## src/rtl/leaf_spine_link.sv

```systemverilog
// Leaf-side endpoint of a leaf<->spine link: round-robin TX onto the spine link,
// plus an RX FIFO that filters by group and delivers each flit to its local node.
module leaf_spine_link #(
  parameter logic [3:0] GROUP_ID   = 4'b0101,
  parameter int         DWIDTH     = 16,
  parameter int         FIFO_DEPTH = 8
) (
  input  logic                  clk,
  input  logic                  reset,
  input  logic [4*DWIDTH-1:0]   node_tx_data,
  input  logic [3:0]            node_tx_valid,
  output logic [3:0]            node_tx_ready,
  output logic [DWIDTH-1:0]     to_spine_data,
  output logic                  to_spine_valid,
  input  logic                  spine_fifo_full,
  input  logic [DWIDTH-1:0]     from_spine_data,
  input  logic                  from_spine_valid,
  output logic [DWIDTH-1:0]     node_rx_data,
  output logic [3:0]            node_rx_valid,
  input  logic [3:0]            node_rx_ready,
  output logic [7:0]            rx_drop_cnt,
  output logic [7:0]            misroute_cnt
);

  localparam int PW = $clog2(FIFO_DEPTH);
  localparam int CW = PW + 1;

  typedef enum logic [1:0] {
    HEAD_IDLE,
    HEAD_DELIVER,
    HEAD_DISCARD
  } head_state_t;

  // ---------------------------------------------------------------- TX path
  logic [1:0] last_grant;
  logic [1:0] grant_idx;
  logic [1:0] cand;
  logic       grant_any;

  // NOTE: every signal driven in always_comb gets a default first, so no path
  // through the block leaves it unassigned and no latch is inferred.
  always_comb begin
    grant_any     = 1'b0;
    grant_idx     = 2'd0;
    cand          = 2'd0;
    node_tx_ready = '0;
    if (!spine_fifo_full) begin
      for (int k = 1; k <= 4; k++) begin
        cand = last_grant + 2'(k);
        if (!grant_any && node_tx_valid[cand]) begin
          grant_any = 1'b1;
          grant_idx = cand;
        end
      end
    end
    if (grant_any) node_tx_ready[grant_idx] = 1'b1;
  end

  // NOTE: sequential state uses non-blocking assignments so every register
  // samples its inputs from before the clock edge.
  always_ff @(posedge clk) begin
    if (reset) begin
      to_spine_valid <= 1'b0;
      to_spine_data  <= '0;
      last_grant     <= 2'd3;
    end else begin
      to_spine_valid <= grant_any;
      if (grant_any) begin
        to_spine_data <= node_tx_data[grant_idx*DWIDTH +: DWIDTH];
        last_grant    <= grant_idx;
      end
    end
  end

  // ---------------------------------------------------------------- RX path
  logic [DWIDTH-1:0] mem [FIFO_DEPTH];
  logic [PW-1:0]     wr_ptr, rd_ptr;
  logic [CW-1:0]     count;
  logic [DWIDTH-1:0] head;
  logic [1:0]        head_sel;
  head_state_t       head_state;
  logic              pop, push, drop, full;

  assign head         = mem[rd_ptr];
  assign head_sel     = head[11:10];
  assign node_rx_data = head;
  assign full         = (count == CW'(FIFO_DEPTH));
  // A full FIFO still accepts a flit when the head leaves in the same cycle.
  assign push         = from_spine_valid && (!full || pop);
  assign drop         = from_spine_valid && full && !pop;

  always_comb begin
    head_state = HEAD_IDLE;
    if (count != '0) head_state = (head[15:12] == GROUP_ID) ? HEAD_DELIVER : HEAD_DISCARD;
  end

  always_comb begin
    node_rx_valid = '0;
    pop           = 1'b0;
    case (head_state)
      HEAD_DELIVER: begin
        node_rx_valid[head_sel] = 1'b1;
        pop                     = node_rx_ready[head_sel];
      end
      HEAD_DISCARD: pop = 1'b1;
      default:      ;
    endcase
  end

  // NOTE: the storage array has no reset; emptiness is tracked by count alone,
  // which keeps the array mappable to plain RAM.
  always_ff @(posedge clk) begin
    if (push) mem[wr_ptr] <= from_spine_data;
  end

  always_ff @(posedge clk) begin
    if (reset) begin
      wr_ptr       <= '0;
      rd_ptr       <= '0;
      count        <= '0;
      rx_drop_cnt  <= '0;
      misroute_cnt <= '0;
    end else begin
      if (push) wr_ptr <= wr_ptr + PW'(1);
      if (pop)  rd_ptr <= rd_ptr + PW'(1);
      count <= count + CW'(push) - CW'(pop);
      if (drop && rx_drop_cnt != 8'hFF) rx_drop_cnt <= rx_drop_cnt + 8'd1;
      if (head_state == HEAD_DISCARD && misroute_cnt != 8'hFF)
        misroute_cnt <= misroute_cnt + 8'd1;
    end
  end

endmodule

```

## config.mk

```make
export PLATFORM = sky130hd
export DESIGN_NAME = leaf_spine_link
export DESIGN_NICKNAME = d
export VERILOG_FILES = /design/src/rtl/leaf_spine_link.sv
export SDC_FILE = /design/constraint.sdc
export NUM_CORES = 1
export LEC_CHECK = 0
export ABC_AREA = 1
export BUFFER_PORTS_ARGS = -buffer_cell sky130_fd_sc_hd__buf_2
export CELL_PAD_IN_SITES_DETAIL_PLACEMENT = 1
export CELL_PAD_IN_SITES_GLOBAL_PLACEMENT = 1
export CORE_MARGIN = 2
export CORE_UTILIZATION = 46
export DETAILED_ROUTE_END_ITERATION = 10
export GPL_ROUTABILITY_DRIVEN = 1
export PLACE_DENSITY = 0.93
export SETUP_SLACK_MARGIN = 0.1
export SYNTH_ARGS = -nofsm -noshare
export SYNTH_HDL_FRONTEND = slang
export SYNTH_SLANG_ARGS = --single-unit
```

## constraint.sdc

```tcl
create_clock -name clk -period 8.1 [get_ports clk]
set_clock_uncertainty 0.2 [all_clocks]
set_input_delay 1.62 -clock clk [delete_from_list [all_inputs] [get_ports clk]]
set_output_delay 1.62 -clock clk [all_outputs]
set_load 0.02 [all_outputs]
```

==> run summary <==
- **Fin Setup TNS** 0 ns
- **maximum ir drop on the vdd rail** 0.0001516 V
- **register-to-register setup slack** 3.55 ns
- **Initial Utilization** 46.57%
- **number of buffers added by the clock tree synthesis step** 17
- **asr flop ratio synth** 0%
- **logic depth of the worst register-to-register path** 15
- **DR iter-0 viols** 337
- **fillcell total** 2107
- **width of the chip** 138.2 microns
- **period utilization** 64.77%
- **slowest cell delay on critical path** 0.31 ns
- **f_max** 0.1906 GHz
- **launch point of the critical path** node_tx_valid[1]
- **buffers plus inverters on the worst setup path** 5
- **crit-path cells** buf_2, inv_1, o21ai_1, inv_1, o21ai_1, nand2_1, nand2_1, nand2_1, nand2_2, nand2_8, inv_4, nor2_1, buf_2
- **area taken by flip-flops and latches** 4806 sq um
- **Critical Path Sink** node_tx_ready[2]
- **drt via density** 5.295
- **Yosys reg bits** 176
- **time the final worst path needs with I/O delays and setup** 5.246 ns
- **cells resized by post-CTS repair** 0
- **final weighted congestion in routability-driven placement** 0.8518
- **clock power share** 27.0%
- **drt drc** 0
- **number of flops mapped to enable cells by yosys** 128
- **CTS clk-pin slew, worst paths** 0.07 ns
- **via count of the first global-routing pass** 7266
- **synthesized cell area** 8279 sq um
- **arrival time of the worst setup path** 3.43 ns
- **row cnt** 49
- **top flip-flop cell by instance count after synthesis** edfxtp_1
- **routed len/inst** 18.35 microns
- **class of the tightest hold or removal check** flip-flop to flip-flop
- **Tot Pwr** 3.175 mW
- **Ports** 149
- **initial antenna violation count** 0
- **power per standard cell area** 324.8 nW/um^2
- **worst reg2reg endpoint** mem[0][6]$_DFFE_PP_
- **portion of total power attributed to combinational logic** 38.1%
- **type of element capturing the critical path** output pin
- **maxcap violations** 0
- **number of buffer cells added on primary ports** 148
- **WL final** 23730 microns
- **vias post-DR** 6846
- **critical path's top delay family** simple AND/OR/NAND/NOR gates
- **CTS tree** done
- **Internal Pwr Total** 1.874 mW
- **share of layout cells above drive strength 1** 21.05%
- **Crit path depth** 13
- **number of post-CTS setup repair buffers** 0
- **Sequential Power Share** 34.9%
- **GR Overflow Total** 0
- **max-slew violation total from the final report** 0
- **critical path data required time** 6.28 ns
- **number of library cell types mapped by synthesis** 44
- **HPWL after detailed placement** 15620 microns
- **cell repeated most along the worst path** nand2_1
- **final count of negative-setup-slack endpoints** 0
- **post-layout instance count excluding filler cells** 1293
- **relative max-transition margin** 23.09%
- **crit path kind** input port to output pin
- **largest fanout on the critical path** 37
- **number of instances in the synthesized netlist** 912
- **leakage power of the design** 4.397 nW
- **most common cell after layout, fill and taps aside** nand2_1
- **type of origin of the critical path** input port
- **final count of hold timing violations** 0
- **most frequent cells in the layout** 254 x nand2_1, 148 x buf_2, 128 x edfxtp_1
- **pin count of the biggest net entering global routing** 66
- **total core area** 17780 sq um
- **wire length of the first global-routing pass** 38090 microns
- **area added between synthesis and finish** 18.09%
- **post-synth net total** 1014
- **Final ANT Viol Nets** 0
- **largest buffer count on any clock path** 2
- **GRT Total Usage** 25.30%
- **Clock Sinks** 176
- **CTS Hold Buffers Added** 0
- **Hold Slack** 0.2824 ns
- **antenna cell count** 0
- **status** complete, no violations
- **number of cells in the design after placement** 1261
- **die footprint** 19090 sq um
- **# H-tree levels** 4
- **chip height** 138.2 microns
- **fraction of power spent switching nets** 40.99%
- **total area of multi-input combinational cells** 2908 sq um
- **yosys warns** 0
- **clk root buf** clkbuf_16
- **master of the slowest instance on the critical path** nand2_2
- **clock latency at the later pin of the worst-skew pair** 0.44 ns
- **layout net count** 1153
- **worst-margin pin slew** 1.152 ns
- **Switch Pwr** 1.301 mW
- **setup repair after global routing missed its margin** false
- **share of the yosys chip area belonging to registers** 58.03%
- **number of iterations in the first detailed-routing pass** 4
- **per-instance average area after synthesis** 9.078 sq um
## cell type report
cell class	count	share of cell area [%]
Clock buffer	17	4.351
Clock inverter	15	1.868
Inverter	98	3.839
Multi-Input combinational cell	603	29.74
Sequential cell	176	49.16
Tap cell	229	2.931
Timing Repair Buffer	155	8.114
## sequential cells by signal, summed over array words and instances, names as in the netlist, named ones only
| name | cells |
|---|---|
| rx_drop_cnt | 8 |
| count | 4 |
| to_spine_valid | 1 |
| mem | 128 |
| wr_ptr | 3 |
| to_spine_data | 16 |
| rd_ptr | 3 |
| last_grant | 2 |
| misroute_cnt | 8 |
## logic make-up (layout without fill, tap and decap cells)
logic type               Yosys count  count (layout)  share of synthesized area (%)
AO/OA/AOI/OAI                    124             124                          8.584
adder cells (fa/ha/maj)           10              10                          1.602
AND/OR/NAND/NOR                  458             458                          23.68
XOR/XNOR                          11              11                          1.254
buffers and inverters            133             285                          6.846
flip-flops                       176             176                          58.03
## worst register-to-register path: cells and delay by family, from the launching register on
family | cells | cell delay, ns
simple gates | 13 | 2.43
buf+inv | 2 | 1.20
flops | 1 | 0.31
## metal layers
metal  global-route usage (%)  vias up  routed length, microns
met5                        0        -                       0
li1                         -     3290                       -
met3                    5.542       27                    1384
met4                    7.035        0                     328
met1                    30.39     3321                    9561
met2                    45.86      208                   12460
## cells in the mapped netlist, types with 3 or more instances
| cell type | n | area (sq um) |
|---|---|---|
| nand2_2 | 7 | 43.79 |
| nand3_1 | 67 | 335.3 |
| ha_1 | 9 | 112.6 |
| edfxtp_1 | 128 | 3844 |
| inv_2 | 5 | 18.77 |
| o21a_1 | 12 | 90.09 |
| nand4_1 | 7 | 43.79 |
| o21ai_1 | 11 | 55.05 |
| buf_6 | 5 | 56.30 |
| o22ai_1 | 10 | 62.56 |
| xnor2_1 | 3 | 26.28 |
| inv_1 | 91 | 341.6 |
| xor2_1 | 7 | 61.31 |
| o21ai_0 | 55 | 275.3 |
| buf_2 | 6 | 30.03 |
| a31oi_1 | 10 | 62.56 |
| dfxtp_1 | 48 | 960.9 |
| nor2_1 | 98 | 367.9 |
| a21oi_1 | 18 | 90.09 |
| nor3_1 | 5 | 25.02 |
| o21ai_2 | 3 | 26.28 |
| buf_4 | 4 | 30.03 |
| nand2_1 | 254 | 953.4 |
| clkbuf_1 | 18 | 67.56 |
| nor2_2 | 6 | 37.54 |
## worst min-delay path by stage
stage,cells past startpoint,to,start
finish,2,rd_ptr[2]$_SDFFE_PP0N_,rd_ptr[2]$_SDFFE_PP0N_
global route,2,rd_ptr[2]$_SDFFE_PP0N_,rd_ptr[2]$_SDFFE_PP0N_
CTS,2,misroute_cnt[4]$_SDFFE_PP0P_,misroute_cnt[4]$_SDFFE_PP0P_
detailed placement,2,misroute_cnt[4]$_SDFFE_PP0P_,misroute_cnt[4]$_SDFFE_PP0P_
global placement,2,flip-flop,rd_ptr[2]$_SDFFE_PP0N_
floorplan,2,flip-flop,rd_ptr[2]$_SDFFE_PP0N_
## through the flow
step | worst slack (ns) | utilization (%) | area [sq um]
after floorplan | 3.284 | - | 8279
after global placement | 2.915 | 51.57 | 9169
after detailed placement | 2.856 | 51.57 | 9169
after CTS | 2.838 | 54.99 | 9777
after global routing | 2.609 | 54.99 | 9777
final | 2.854 | 54.99 | 9777
## power groups by stage
| stage | Clock [mW] | Combinational (mW) | Sequential (mW) |
|---|---|---|---|
| after floorplan | 0 | 0.834 | 1.15 |
| after global placement | 0 | 1.14 | 1.12 |
| after detailed placement | 0 | 1.20 | 1.13 |
| after CTS | 0.864 | 1.22 | 1.11 |
| after global routing | 0.901 | 1.35 | 1.12 |
| final | 0.856 | 1.21 | 1.11 |
(Power assumes the default switching activity.)
